--- src/rtl/alu_seq.sv ---
`default_nettype none
// +------------------------------------------------------------------------+
// | alu_seq : registered 8-op ALU, single-cycle ops plus shift-add multiply |
// | Revision 1.0                                                            |
// +------------------------------------------------------------------------+
module alu_seq #(
  parameter int WIDTH = 8,
  parameter int SHW   = $clog2(WIDTH)
) (
  input  logic             clk,
  input  logic             rst_n,
  input  logic [WIDTH-1:0] rd_reg1,
  input  logic [WIDTH-1:0] rd_reg2,
  input  logic [2:0]       op,
  input  logic             enable_op,
  output logic             busy,
  output logic             done,
  output logic [WIDTH-1:0] ans,
  output logic [WIDTH-1:0] ans_hi,
  output logic             flag_z,
  output logic             flag_c,
  output logic             flag_v,
  output logic             flag_n
);

  localparam int CW = $clog2(WIDTH) + 1;

  localparam logic [0:0] S_IDLE    = 1'b0;
  localparam logic [0:0] S_MUL_RUN = 1'b1;

  localparam logic [2:0] OP_ADD = 3'd0;
  localparam logic [2:0] OP_SUB = 3'd1;
  localparam logic [2:0] OP_AND = 3'd2;
  localparam logic [2:0] OP_OR  = 3'd3;
  localparam logic [2:0] OP_XOR = 3'd4;
  localparam logic [2:0] OP_SHL = 3'd5;
  localparam logic [2:0] OP_SHR = 3'd6;
  localparam logic [2:0] OP_MUL = 3'd7;

  localparam logic [CW-1:0] LAST_ITER = CW'(WIDTH - 1);

  logic [0:0]         state_q,  state_d;
  logic               done_q,   done_d;
  logic [WIDTH-1:0]   ans_q,    ans_d;
  logic [WIDTH-1:0]   ans_hi_q, ans_hi_d;
  logic               z_q, z_d, c_q, c_d, v_q, v_d, n_q, n_d;
  logic [2*WIDTH-1:0] mcand_q,  mcand_d;
  logic [WIDTH-1:0]   mplier_q, mplier_d;
  logic [2*WIDTH-1:0] acc_q,    acc_d;
  logic [CW-1:0]      cnt_q,    cnt_d;

  logic [WIDTH:0]     sum_w;
  logic [WIDTH:0]     diff_w;
  logic [SHW-1:0]     shamt;
  logic [WIDTH-1:0]   alu_r;
  logic               alu_c;
  logic               alu_v;
  logic [2*WIDTH-1:0] acc_step;

  assign shamt = rd_reg2[SHW-1:0];

  // Single-cycle datapath; the extra top bit of sum/diff is carry / borrow.
  always_comb begin
    sum_w  = {1'b0, rd_reg1} + {1'b0, rd_reg2};
    diff_w = {1'b0, rd_reg1} - {1'b0, rd_reg2};
    alu_r  = '0;
    alu_c  = 1'b0;
    alu_v  = 1'b0;
    case (op)
      OP_ADD: begin
        alu_r = sum_w[WIDTH-1:0];
        alu_c = sum_w[WIDTH];
        alu_v = (rd_reg1[WIDTH-1] == rd_reg2[WIDTH-1]) &&
                (sum_w[WIDTH-1] != rd_reg1[WIDTH-1]);
      end
      OP_SUB: begin
        alu_r = diff_w[WIDTH-1:0];
        alu_c = diff_w[WIDTH];
        alu_v = (rd_reg1[WIDTH-1] != rd_reg2[WIDTH-1]) &&
                (diff_w[WIDTH-1] != rd_reg1[WIDTH-1]);
      end
      OP_AND:  alu_r = rd_reg1 & rd_reg2;
      OP_OR:   alu_r = rd_reg1 | rd_reg2;
      OP_XOR:  alu_r = rd_reg1 ^ rd_reg2;
      OP_SHL:  alu_r = rd_reg1 << shamt;
      OP_SHR:  alu_r = rd_reg1 >> shamt;
      default: alu_r = '0;
    endcase
  end

  assign acc_step = acc_q + (mplier_q[0] ? mcand_q : '0);

  always_comb begin
    state_d  = state_q;
    done_d   = 1'b0;
    ans_d    = ans_q;
    ans_hi_d = ans_hi_q;
    z_d      = z_q;
    c_d      = c_q;
    v_d      = v_q;
    n_d      = n_q;
    mcand_d  = mcand_q;
    mplier_d = mplier_q;
    acc_d    = acc_q;
    cnt_d    = cnt_q;
    case (state_q)
      S_IDLE: begin
        if (enable_op) begin
          if (op == OP_MUL) begin
            mcand_d  = {{WIDTH{1'b0}}, rd_reg1};
            mplier_d = rd_reg2;
            acc_d    = '0;
            cnt_d    = '0;
            state_d  = S_MUL_RUN;
          end else begin
            ans_d    = alu_r;
            ans_hi_d = '0;
            z_d      = (alu_r == '0);
            c_d      = alu_c;
            v_d      = alu_v;
            n_d      = alu_r[WIDTH-1];
            done_d   = 1'b1;
          end
        end
      end
      S_MUL_RUN: begin
        // Multiplier consumed LSB-first while the multiplicand walks left.
        acc_d    = acc_step;
        mcand_d  = mcand_q << 1;
        mplier_d = mplier_q >> 1;
        cnt_d    = cnt_q + CW'(1);
        if (cnt_q == LAST_ITER) begin
          ans_d    = acc_step[WIDTH-1:0];
          ans_hi_d = acc_step[2*WIDTH-1:WIDTH];
          z_d      = (acc_step == '0);
          c_d      = (acc_step[2*WIDTH-1:WIDTH] != '0);
          v_d      = 1'b0;
          n_d      = acc_step[2*WIDTH-1];
          done_d   = 1'b1;
          state_d  = S_IDLE;
        end
      end
      default: state_d = S_IDLE;
    endcase
  end

  always_ff @(posedge clk or negedge rst_n) begin
    if (!rst_n) begin
      state_q  <= S_IDLE;
      done_q   <= 1'b0;
      ans_q    <= '0;
      ans_hi_q <= '0;
      z_q      <= 1'b0;
      c_q      <= 1'b0;
      v_q      <= 1'b0;
      n_q      <= 1'b0;
      mcand_q  <= '0;
      mplier_q <= '0;
      acc_q    <= '0;
      cnt_q    <= '0;
    end else begin
      state_q  <= state_d;
      done_q   <= done_d;
      ans_q    <= ans_d;
      ans_hi_q <= ans_hi_d;
      z_q      <= z_d;
      c_q      <= c_d;
      v_q      <= v_d;
      n_q      <= n_d;
      mcand_q  <= mcand_d;
      mplier_q <= mplier_d;
      acc_q    <= acc_d;
      cnt_q    <= cnt_d;
    end
  end

  assign busy   = (state_q == S_MUL_RUN);
  assign done   = done_q;
  assign ans    = ans_q;
  assign ans_hi = ans_hi_q;
  assign flag_z = z_q;
  assign flag_c = c_q;
  assign flag_v = v_q;
  assign flag_n = n_q;

endmodule
`default_nettype wire

--- config.mk ---
export PLATFORM = sky130hd
export DESIGN_NAME = alu_seq
export DESIGN_NICKNAME = d
export VERILOG_FILES = /design/src/rtl/alu_seq.sv
export SDC_FILE = /design/constraint.sdc
export NUM_CORES = 1
export LEC_CHECK = 0
export CAP_MARGIN = 10
export CORE_UTILIZATION = 30
export DETAILED_ROUTE_END_ITERATION = 6
export PLACE_DENSITY_LB_ADDON = 0.05
export SETUP_SLACK_MARGIN = 0.15
export SYNTH_ARGS = -nofsm -noshare
export SYNTH_HDL_FRONTEND = slang
export SYNTH_SLANG_ARGS = --single-unit
--- constraint.sdc ---
create_clock -name clk -period 5 [get_ports clk]
set_clock_uncertainty 0.1 [all_clocks]
set_input_delay 0.5 -clock clk [delete_from_list [all_inputs] [get_ports clk]]
set_output_delay 0.5 -clock clk [all_outputs]
set_load 0.01 [all_outputs]
# [Word-level counts from Yosys, hierarchy flattened]
# Cells that the tools add are included.
[op_classes] add_sub_neg=4 n_eq_ne=16 n_shift=2 mux=48 bitwise=4 n_reduce_logical=8
[ops] cell="$mux W16" count=5
[ops] cell="$mux W8" count=8
[ops] cell="$pmux W16 S2" count=2
[ops] cell="$pmux W8 S7" count=1
[ops] cell="$pmux W8 S2" count=3
[ops] cell="$mux W1" count=18
[ops] cell="$add A16 B16 Y16" count=1
[ops] cell="$logic_not A16 Y1" count=1
[ops] cell="$pmux W1 S2" count=8
[ops] cell="$eq A3 B3 Y1 const B" count=4
[ops] cell="$add A8 B8 Y9" count=1
[ops] cell="$sub A8 B8 Y9" count=1
[ops] cell="$and A8 B8 Y8" count=1
[ops] cell="$logic_not A8 Y1" count=1
[ops] cell="$mux W4" count=2
[ops] cell="$or A8 B8 Y8" count=1
[ops] cell="$pmux W4 S2" count=1
[ops] cell="$reduce_bool A8 Y1" count=1
[ops] cell="$shl A8 B3 Y8" count=1
[ops] cell="$shr A8 B3 Y8" count=1
[ops] cell="$xor A8 B8 Y8" count=1
[ops] cell="$eq A3 B2 Y1 const B" count=2
[ops] cell="$ne A2 B2 Y1 const B" count=3
[ops] cell="$add A4 B1 Y4 const B" count=1
[ops] cell="10 further kinds" count=13
[word_totals] reg_bits=66 in_bits=22 out_inout_bits=22 wordCells=94

# [Logic depth before layout (Yosys ltp)]
# Gate-level depths: netlist of run 1.
[depth] ltp_word=7 ltp_mapped=12 depth_no_buf=11

# [Worst setup path after synthesis of run 1]
# OpenSTA, ideal clock, no wires.
[synth_timing] kind="register to register" startpoint="reg mplier_q[0]" endpoint="reg c_q, in the netlist flag_c" setup_ns=0.126 t_arrival_ns=3.298 required_time_ns=4.774 setup_slack_ns=1.476 path_stages_with_launch=12 cell_sequence="dfrtp_1 -> clkbuf_1 -> and2_1 -> fa_1 -> a211oi_2 -> o21ai_1 -> and3_1 -> o31a_1 -> or3_1 -> or4_1 -> or3_1 -> a221o_1"
[synth_via] elab_chain_len=5
[synth_rtl] item="start: declaration" line="48" source="logic [WIDTH-1:0] mplier_q, mplier_d;"
[synth_rtl] item="start signal: assignment" line="171" source="mplier_q <= mplier_d;"
[synth_rtl] item="$mux W16" line="91" source="assign acc_step = acc_q + (mplier_q[0] ? mcand_q : '0);"
[synth_rtl] item="$add A16 B16 Y16" line="91"
[synth_rtl] item="$reduce_bool A8 Y1" line="136" source="c_d = (acc_step[2*WIDTH-1:WIDTH] != '0);"
[synth_rtl] item="$mux W1" line="132" source="if (cnt_q == LAST_ITER) begin"
[synth_rtl] item="$pmux W1 S2" line="106" source="case (state_q)"
[synth_rtl] item="end signal: assignment" line="154" source="c_q <= 1'b0;"
[synth_rtl] item="end signal: assignment" line="167" source="c_q <= c_d;"
[synth_rtl] item="end: declaration" line="46" source="logic z_q, z_d, c_q, c_d, v_q, v_d, n_q, n_d;"
# No other way between the ends. The select of a mux whose other input is x is not followed.
# A chain may end at the register's enable or synchronous reset.

# [Final worst setup path of run 1]
# Same ends and word-level chain as after synthesis.

==> results.py, run 1 <==
metrics = {
    "yosys": {
        "synth_area_per_cell_sq_um": 8.76,
        "ys_ff_latch": 66,
        "seq_area_frac_synth_pct": 32.0,
        "post-synth-top-count-cell": "nand2_1",
        "yosys.area.top_type": "dfrtp_1",
        "synth-xor-area-share_pct": 3.56,
        "synth_compound_area_share_pct": 24.6,
        "yosys_warnings": 0,
        "syn_inst": 590,
        "synth_nets": 656,
        "synth_edf_count": 0,
        "synth_top_family_by_area": "compound AO/OA/AOI/OAI gates",
        "synth.distinct_cells": 67,
        "yosysTopAreaCellShare_pct": 32.0,
        "netlist_top_cells_count": "nand2_1 (69), dfrtp_1 (66), ha_1 (41), nor2_1 (39), o21ai_0 (34)",
        "synth-async-reset-ratio_pct": 100,
        "synthMuxAreaShare_pct": 6.93,
        "synth_flop_cell": "dfrtp_1",
        "yosys.area_share.adder_pct": 11.1,
        "syn-cell-area_sq_um": 5170,
        "netlist_top_cells_area": "dfrtp_1 (32%), ha_1 (9.9%), mux2i_1 (5.6%), nand2_1 (5.0%), a22o_1 (4.6%)",
        "synth_simple_gate_area_share_pct": 17.5,
    },
    "placed_design": {
        "place_area_sq_um": 5830,
        "portBuffers": 43,
        "hpwlAfterDp_microns": 12100,
        "place.gp.congestion": 0.902,
        "dp.cells": 830,
    },
    "final_layout": {
        "nets": 687,
        "fill_cells": 1764,
        "layout.cells.non_filler": 846,
        "area_delta_synth_final_pct": 19.0,
        "antenna_cells": 0,
        "drive_gt1_share_pct": 7.03,
        "design_area_sq_um": 6150,
    },
    "floorplanning": {
        "die_area_sq_um": 17700,
        "die_h_microns": 133,
        "initial_utilization_pct": 30.9,
        "rows": 47,
        "ioPinCount": 44,
        "die_w_microns": 133,
        "core-area_sq_um": 16700,
    },
    "drt": {
        "vias": 4545,
        "wl_per_cell_microns": 18.9,
        "drt_wl_total_microns": 16000,
        "drcViolationCount": 0,
        "dr.pass1.iters": 6,
        "drtIter0Drc": 257,
        "ant_nets": 0,
        "viasPerCell": 5.37,
    },
    "clock_network": {
        "hold_buffers": 0,
        "clk_pin_slew_ns": 0.06,
        "post_cts_buffers": 0,
        "cts_root_buf": "clkbuf_16",
        "clock-sinks": 66,
        "clk_path_buf_depth": 2,
        "htreeDepth": 3,
        "cts_tree": "built",
        "worstSkewPairLatency_ns": 0.34,
        "cts_buffers": 9,
        "cts_resized": 0,
    },
    "sta": {
        "whs_ns": 0.173,
        "slew_headroom_pct": 41.5,
        "min_period_over_period_pct": 79.8,
        "period_minus_slack_ns": 3.99,
        "hold_violations": 0,
        "setup_viol": 0,
        "final.setup.tns_ns": 0,
        "slew_viol_final": 0,
        "timing.fmax_mhz": 251,
        "worst_slew_pin_slew_ns": 0.878,
        "rsz0062_at_grt": "false",
    },
    "worst_setup_path": {
        "crit_buf_inv": 0,
        "cp_common_cell": "or3_1",
        "worstPathRequired_ns": 5.12,
        "startpoint": "mplier_q[0]",
        "reg2reg_from": "mplier_q[0]",
        "worst_path_largest_cell_delay_ns": 0.51,
        "crit_path_cell_trace": "and2_1 -> ha_1 -> fa_1 -> a211oi_2 -> o21ai_1 -> and3_1 -> o31a_1 -> or3_1 -> or4_1 -> or3_1 -> a221o_1",
        "start_kind": "register",
        "critPathMaxFanout": 17,
        "cp-end-kind": "register",
        "path_delay_family": "simple AND/OR/NAND/NOR gates",
        "arrival_ns": 4.11,
        "crit_type": "register to register",
        "critPathSlowestCell": "dfrtp_1",
    },
    "power_and_ir_drop": {
        "p_leak_nw": 2.72,
        "ir_drop_mv": 0.201,
        "pwr-share-comb_pct": 39.9,
        "p_sw_share_pct": 37.2,
        "power_frac_clock_pct": 26.7,
        "internal-power_mw": 1.60,
        "seq_power_share_pct": 33.4,
        "p_per_area_nw_per_um2": 415,
        "p_switching_uw": 951,
    },
    "global_route": {
        "grt_start_max_net_pins": 67,
        "grt_pass1_wl_microns": 26000,
        "track_usage_pct": 18.9,
        "grt_overflow": 0,
        "grt_pass1_vias": 4593,
        "antenna_found_initial": 0,
    },
    "status": {
        "outcome": "finished, final reports clean",
    },
    "run": {
        "cap_viol_max_count": 0,
    },
    "min_path": {
        "hp-class": "primary input to asynchronous set/reset pin",
    },
}
[kinds of logic after synthesis]
group,Yosys count
compound gates,180
fa+ha+maj,44
flops,66
xor+xnor,21
mux,33
simple gates,187
buf+inv,59
[metal layers]
| layer | wire length, microns | share of wire, % | up-vias | track usage (%) |
|---|---|---|---|---|
| met5 | 0 | 0 | - | 0 |
| met4 | 480 | 3.0 | 0 | 8.33 |
| met3 | 467 | 2.9 | 26 | 2.89 |
| met2 | 7620 | 48 | 103 | 30.9 |
| met1 | 7440 | 46 | 2197 | 24.8 |
| li1 | - | - | 2219 | - |
[through the flow]
| step | setup slack, ns | utilization, % | power [mW] |
|---|---|---|---|
| 6_report | 1.01 | 36.8 | 2.55 |
| 5_1_grt | 0.811 | 36.8 | 2.73 |
| 4_1_cts | 1.02 | 36.8 | 2.58 |
| 3_5_place_dp | 1.03 | 34.9 | 1.88 |
| 3_3_place_gp | 1.11 | 34.9 | 1.88 |
| 2_1_floorplan | 1.48 | - | 1.54 |
[worst paths after layout]
path | endpoint | slack, ns | cells past startpoint
setup / recovery | flag_c | 1.01 | 11
hold / removal | cnt_q[0] | 0.17 | 1
setup reg to reg | flag_c | 1.01 | 11
hold reg to reg | mplier_q[5] | 0.38 | 2
max in group asynchronous | busy | 3.98 | 1
min in group clk | mplier_q[5] | 0.38 | 2
[power groups by stage]
| stage | clock, mW | combinational [mW] | sequential (mW) |
|---|---|---|---|
| finish | 0.682 | 1.02 | 0.852 |
| global route | 0.720 | 1.13 | 0.883 |
| CTS | 0.700 | 1.02 | 0.856 |
| detailed placement | 0 | 1.02 | 0.862 |
| global placement | 0 | 1.01 | 0.865 |
| floorplan | 0 | 0.717 | 0.821 |
[sequential cells by signal, summed over array words and instances (netlist names), 4 cells and up]
register	count
acc_q	16
mcand_q	16
ans	8
ans_hi	8
mplier_q	8
cnt_q	4
[layout make-up]
| cell class | instances | area [sq um] | area share (%) |
|---|---|---|---|
| sequential | 66 | 1650 | 26.9 |
| tap | 220 | 275 | 4.48 |
| inverter | 26 | 97.6 | 1.59 |
| clock buffer | 11 | 243 | 3.95 |
| clock inverter | 5 | 77.6 | 1.26 |
| multi-input combinational | 465 | 3300 | 53.7 |
| timing repair buffer | 53 | 503 | 8.18 |
[placed cells by master (no fill, tap or decap), types with 4 or more instances in the layout]
cell type	instances
xnor2_1	13
clkdlybuf4s50_1	42
buf_4	11
nand2_1	69
xor2_1	8
ha_1	41
o211ai_1	6
nand3_1	14
a32oi_1	5
nor2b_1	6
clkbuf_16	9
o21ai_1	6
nor2_1	39
o21ai_0	34
a31oi_1	4
a21o_1	5
and2_1	16
o21a_1	6
nand2b_1	8
o21bai_1	4
o31ai_1	5
mux2i_1	29
inv_1	25
a21oi_1	33
nor3_1	7
a211oi_1	11
or4_1	5
dfrtp_1	65
a22o_1	27
(Power assumes the default switching activity.)
==> run 2, diff against run 1 <==
clock period = 3.2 ns   (was 5 ns; I/O delays follow)
==> run 2 against run 1 <==
The run now ends with negative setup slack left. Worst setup slack worse by 1.4 ns. Global-route usage is 1.7 points higher. Utilization is 6.0 points higher. Via count is 9.2% higher. Critical path type unchanged. Critical endpoint unchanged. Largest power group unchanged.
==> results.py, run 2 (synthesized netlist as in run 1, its figures left out) <==
metrics = {
    "worst_setup_path": {
        "arrival_ns": 3.71,
        "crit_path_cell_trace": "and2_4 -> ha_4 -> fa_2 -> a211oi_4 -> o21ai_2 -> and3_4 -> o31a_1 -> or3_4 -> or4_4 -> or3_1 -> a221o_1",
        "critPathMaxFanout": 3,
        "reg2reg_depth": 11,
        "worstPathRequired_ns": 3.31,
        "worst_path_largest_cell_delay_ns": 0.44,
        "crit_type": "register to register",
        "cp-end-kind": "register",
        "r2r_slack_ns": -0.40,
        "reg2reg_from": "mcand_q[0]",
        "start_kind": "register",
        "r2r-end": "flag_c",
        "critPathSlowestCell": "or4_4",
    },
    "power_and_ir_drop": {
        "ir_drop_mv": 0.301,
        "p_leak_nw": 3.34,
        "p_per_area_nw_per_um2": 631,
        "p_total_mw": 4.52,
    },
    "placed_design": {
        "place.gp.congestion": 0.925,
        "dp_slack_ns": -0.409,
        "hpwlAfterDp_microns": 13600,
        "place_area_sq_um": 6740,
        "dp.cells": 949,
        "portBuffers": 43,
    },
    "drt": {
        "viasPerCell": 5.13,
        "wl_per_cell_microns": 17.9,
        "drt_wl_total_microns": 17300,
        "dr.pass1.iters": 4,
        "drcViolationCount": 0,
        "drtIter0Drc": 290,
        "ant_nets": 0,
        "vias": 4964,
    },
    "final_layout": {
        "nets": 809,
        "utilization_pct": 42.8,
        "most-common-layout-cells": "buf_4 (132), nand2_1 (69), dfrtp_1 (65), clkdlybuf4s50_1 (42), ha_1 (40)",
        "area_delta_synth_final_pct": 38.5,
        "antenna_cells": 0,
        "design_area_sq_um": 7160,
        "drive_gt1_share_pct": 24.3,
        "reg_top3": "acc_q: 16 flops, mcand_q: 16 flops",
        "mostFrequentLayoutCell": "buf_4",
        "layout.cells.non_filler": 968,
    },
    "min_path": {
        "hp-class": "primary input to asynchronous set/reset pin",
    },
    "sta": {
        "hold_violations": 0,
        "setup_viol": 2,
        "timing.fmax_mhz": 278,
        "whs_ns": 0.00532,
        "min_period_over_period_pct": 112,
        "slew_viol_final": 0,
        "setup_ws_ns": -0.399,
        "rsz0062_at_grt": "true",
        "worst_slew_pin_slew_ns": 0.875,
        "final.setup.tns_ns": -0.670,
        "slew_headroom_pct": 41.7,
        "period_minus_slack_ns": 3.60,
    },
    "status": {
        "outcome": "complete, but fails checks",
        "violations": "negative setup slack",
    },
    "floorplanning": {
        "core-area_sq_um": 16700,
        "initial_utilization_pct": 30.9,
        "die_h_microns": 133,
        "ioPinCount": 44,
        "rows": 47,
        "die_w_microns": 133,
        "die_area_sq_um": 17700,
    },
    "clock_network": {
        "cts_buffers": 9,
        "clock-sinks": 66,
        "cts_tree": "built",
        "htreeDepth": 3,
        "clk_path_buf_depth": 2,
        "cts_root_buf": "clkbuf_16",
        "clk_pin_slew_ns": 0.06,
        "worstSkewPairLatency_ns": 0.34,
    },
    "global_route": {
        "antenna_found_initial": 0,
        "track_usage_pct": 20.6,
        "grt_start_max_net_pins": 67,
        "grt_overflow": 0,
        "grt_pass1_vias": 5110,
        "grt_pass1_wl_microns": 28200,
    },
    "run": {
        "cap_viol_max_count": 0,
    },
}
run 2: cell types whose count changed in the layout (fill, tap and decap cells not counted), sizes merged:
cell,before,now
buf,11,133
bufinv,2,1
clkbuf,11,9
clkinv,2,4
inv,26,27
run 2: what timing repair did:
action,in CTS,in global routing
setup buffers,0,3
setup endpoints to repair,2,4
resized for setup,1,15
hold buffers,0,0
pin swaps,2,3
run 2: critical path: cells and delay by family (launching register included):
family | cells | cell delay, ns
DFF | 1 | 0.37
adders and majority gates | 2 | 0.55
AOI/OAI and AO/OA | 4 | 0.95
and+or+nand+nor | 5 | 1.51
run 2: layout make-up:
cell class              count  area, sq um
fillers                  1688         9550
multi-input cells         465         3400
flip-flops and latches     66         1650
repair buffers            175         1430
well taps                 220          275
clock buffers               9          225
inverters                  26         97.6
clock inverters             7         77.6
run 2: layer usage:
| metal | global-route usage [%] | up-vias | share of wire (%) |
|---|---|---|---|
| li1 | - | 2465 | - |
| met1 | 28.8 | 2403 | 48 |
| met2 | 33.1 | 83 | 48 |
| met3 | 2.59 | 13 | 2.8 |
| met4 | 6.38 | 0 | 1.4 |
| met5 | 0 | - | 0 |
run 2: how the worst max path moves through the flow:
stage | start | end | slack [ns] | cells after the start
3_5_place_dp | mcand_q[0] | flag_c | -0.41 | 11
4_1_cts | mcand_q[0] | flag_c | -0.37 | 11
6_report | mcand_q[0] | flag_c | -0.40 | 11
5_1_grt | mcand_q[0] | flag_c | -0.51 | 11
2_1_floorplan | mplier_q[0] | flag_c | -0.27 | 11
3_3_place_gp | mcand_q[0] | flag_z | -0.39 | 12
run 2: where the power goes:
part	switching, mW	leakage (nW)	internal (mW)	total (mW)
Sequential	0.188	0.852	1.11	1.30
Combinational	1.09	2.34	1.11	2.21
Clock	0.403	0.146	0.608	1.01
==> run 3, diff against run 2 <==
SETUP_SLACK_MARGIN = 0.02   (was 0.15)
==> run 3 against run 2 <==
The flow finishes with violations (negative hold slack, negative setup slack). Flip-flop and latch count did not move. Fmax increased by 1.7%. Cell count unchanged. Die area did not move. First-iteration DRC count is 22% higher. Worst setup slack better by 0.062 ns. Non-clock buffer count is 1 higher. Sequential power hardly changed. Clock-buffer cell count grew 1. Critical path depth grew 1. Sequential share of layout area about the same. Largest power group unchanged.
==> results.py, run 3 (synthesized netlist as in run 1, its figures left out) <==
metrics = {
    "status": {
        "outcome": "complete, but fails checks",
        "violations": "negative hold slack, negative setup slack",
    },
    "clock_network": {
        "clk_pin_slew_ns": 0.06,
        "cts_buffers": 9,
        "clock-sinks": 66,
        "htreeDepth": 3,
        "hold_buffers": 0,
        "cts_tree": "built",
        "worstSkewPairLatency_ns": 0.34,
        "cts_root_buf": "clkbuf_16",
        "clk_path_buf_depth": 2,
    },
    "sta": {
        "period_minus_slack_ns": 3.54,
        "setup_viol": 2,
        "rsz0062_at_grt": "true",
        "min_period_over_period_pct": 111,
        "slew_headroom_pct": 42.6,
        "setup_ws_ns": -0.337,
        "worst_slew_pin_slew_ns": 0.861,
        "timing.fmax_mhz": 283,
        "slew_viol_final": 0,
        "hold_violations": 18,
        "whs_ns": -0.0235,
    },
    "worst_setup_path": {
        "cp-end-kind": "register",
        "start_kind": "register",
        "crit_type": "register to register",
        "r2r_slack_ns": -0.34,
        "critPathMaxFanout": 10,
        "worstPathRequired_ns": 3.32,
        "arrival_ns": 3.66,
    },
    "final_layout": {
        "utilization_pct": 42.9,
        "reg_top3": "acc_q: 16 flops, mcand_q: 16 flops",
        "nets": 810,
        "area_delta_synth_final_pct": 38.8,
        "layout.cells.non_filler": 968,
        "antenna_cells": 0,
        "mostFrequentLayoutCell": "buf_4",
        "most-common-layout-cells": "buf_4 (133), nand2_1 (69), dfrtp_1 (65), clkdlybuf4s50_1 (42), ha_1 (39)",
        "drive_gt1_share_pct": 24.2,
    },
    "floorplanning": {
        "die_area_sq_um": 17700,
        "die_w_microns": 133,
        "die_h_microns": 133,
        "core-area_sq_um": 16700,
        "rows": 47,
        "initial_utilization_pct": 30.9,
        "ioPinCount": 44,
    },
    "drt": {
        "drt_wl_total_microns": 17300,
        "wl_met3_microns": 458,
        "wl_per_cell_microns": 17.9,
        "dr_wl_met2_microns": 8170,
        "drtIter0Drc": 353,
        "dr.max_layer_used": "met4",
        "ant_nets": 0,
        "drcViolationCount": 0,
        "dr.pass1.iters": 7,
        "wl_met1_microns": 8360,
        "viasPerCell": 5.17,
        "vias": 5001,
    },
    "global_route": {
        "grt_pass1_wl_microns": 28200,
        "track_usage_pct": 20.6,
        "antenna_found_initial": 0,
        "grt_start_max_net_pins": 67,
        "grt_overflow": 0,
        "grt_pass1_vias": 5106,
    },
    "power_and_ir_drop": {
        "seq_power_share_pct": 28.5,
        "p_switching_mw": 1.69,
        "power_frac_clock_pct": 22.3,
        "p_sw_share_pct": 37.2,
        "p_leak_nw": 3.34,
        "pwr-share-comb_pct": 49.1,
        "p_per_area_nw_per_um2": 633,
        "ir_drop_mv": 0.355,
        "p_total_mw": 4.54,
        "internal-power_mw": 2.85,
    },
    "placed_design": {
        "portBuffers": 43,
        "place.gp.congestion": 0.893,
        "hpwlAfterDp_microns": 13500,
        "dp.cells": 950,
    },
    "min_path": {
        "hp-class": "primary input to asynchronous set/reset pin",
    },
    "run": {
        "cap_viol_max_count": 0,
    },
}
## run 3: area by class of cell
type	count	area [sq um]
Sequential cell	66	1650
Tap cell	220	275
Inverter	26	97.6
Fill cell	1687	9530
Clock buffer	10	239
Timing Repair Buffer	176	1440
Clock inverter	5	62.6
Multi-Input combinational cell	465	3400
## run 3: metrics by stage
stage | setup TNS, ns | setup slack (ns) | area, sq um
floorplan | -0.269 | -0.269 | 5170
global placement | -0.913 | -0.389 | 6750
detailed placement | -0.926 | -0.395 | 6750
CTS | -0.408 | -0.267 | 7130
global route | -0.754 | -0.441 | 7170
finish | -0.552 | -0.337 | 7170
## run 3: per-layer routing
layer | GRT usage, % | up-vias
met1 | 28.2 | 2430
met3 | 2.82 | 16
met5 | 0 | -
met4 | 5.74 | 0
li1 | - | 2476
met2 | 33.7 | 79
## run 3: worst paths after layout
check / end / from / depth (start not counted)
max: flag_c / mplier_q[0] / 12
min: mplier_q[3] / rst_n / 1
max reg2reg: flag_c / mplier_q[0] / 12
min reg2reg: mplier_q[4] / mplier_q[4] / 2
max in group asynchronous: busy / rst_n / 1
min in group clk: mplier_q[4] / mplier_q[4] / 2
## run 3: critical path, cell delays in order, from the launching register on
cell	delay, ns
dfrtp_1	0.37
buf_4	0.15
buf_4	0.16
and2_1	0.14
ha_1	0.36
nand2_1	0.15
nor2_4	0.18
a31oi_2	0.15
o31ai_1	0.30
xnor2_1	0.17
or4_4	0.58
or3_1	0.32
a221o_1	0.29
## run 3: repair_timing
action / CTS / global route
setup endpoints to repair: 2 / 3
setup buffers: 2 / 1
gates resized for setup: 11 / 7
pin swaps: 6 / 3
## run 3: power groups by stage
stage	sequential, mW	combinational [mW]	clock, mW
after floorplan	1.28	1.12	0
after global placement	1.31	2.11	0
after detailed placement	1.31	2.10	0
after CTS	1.30	2.20	1.04
after global routing	1.34	2.44	1.07
final	1.30	2.23	1.01
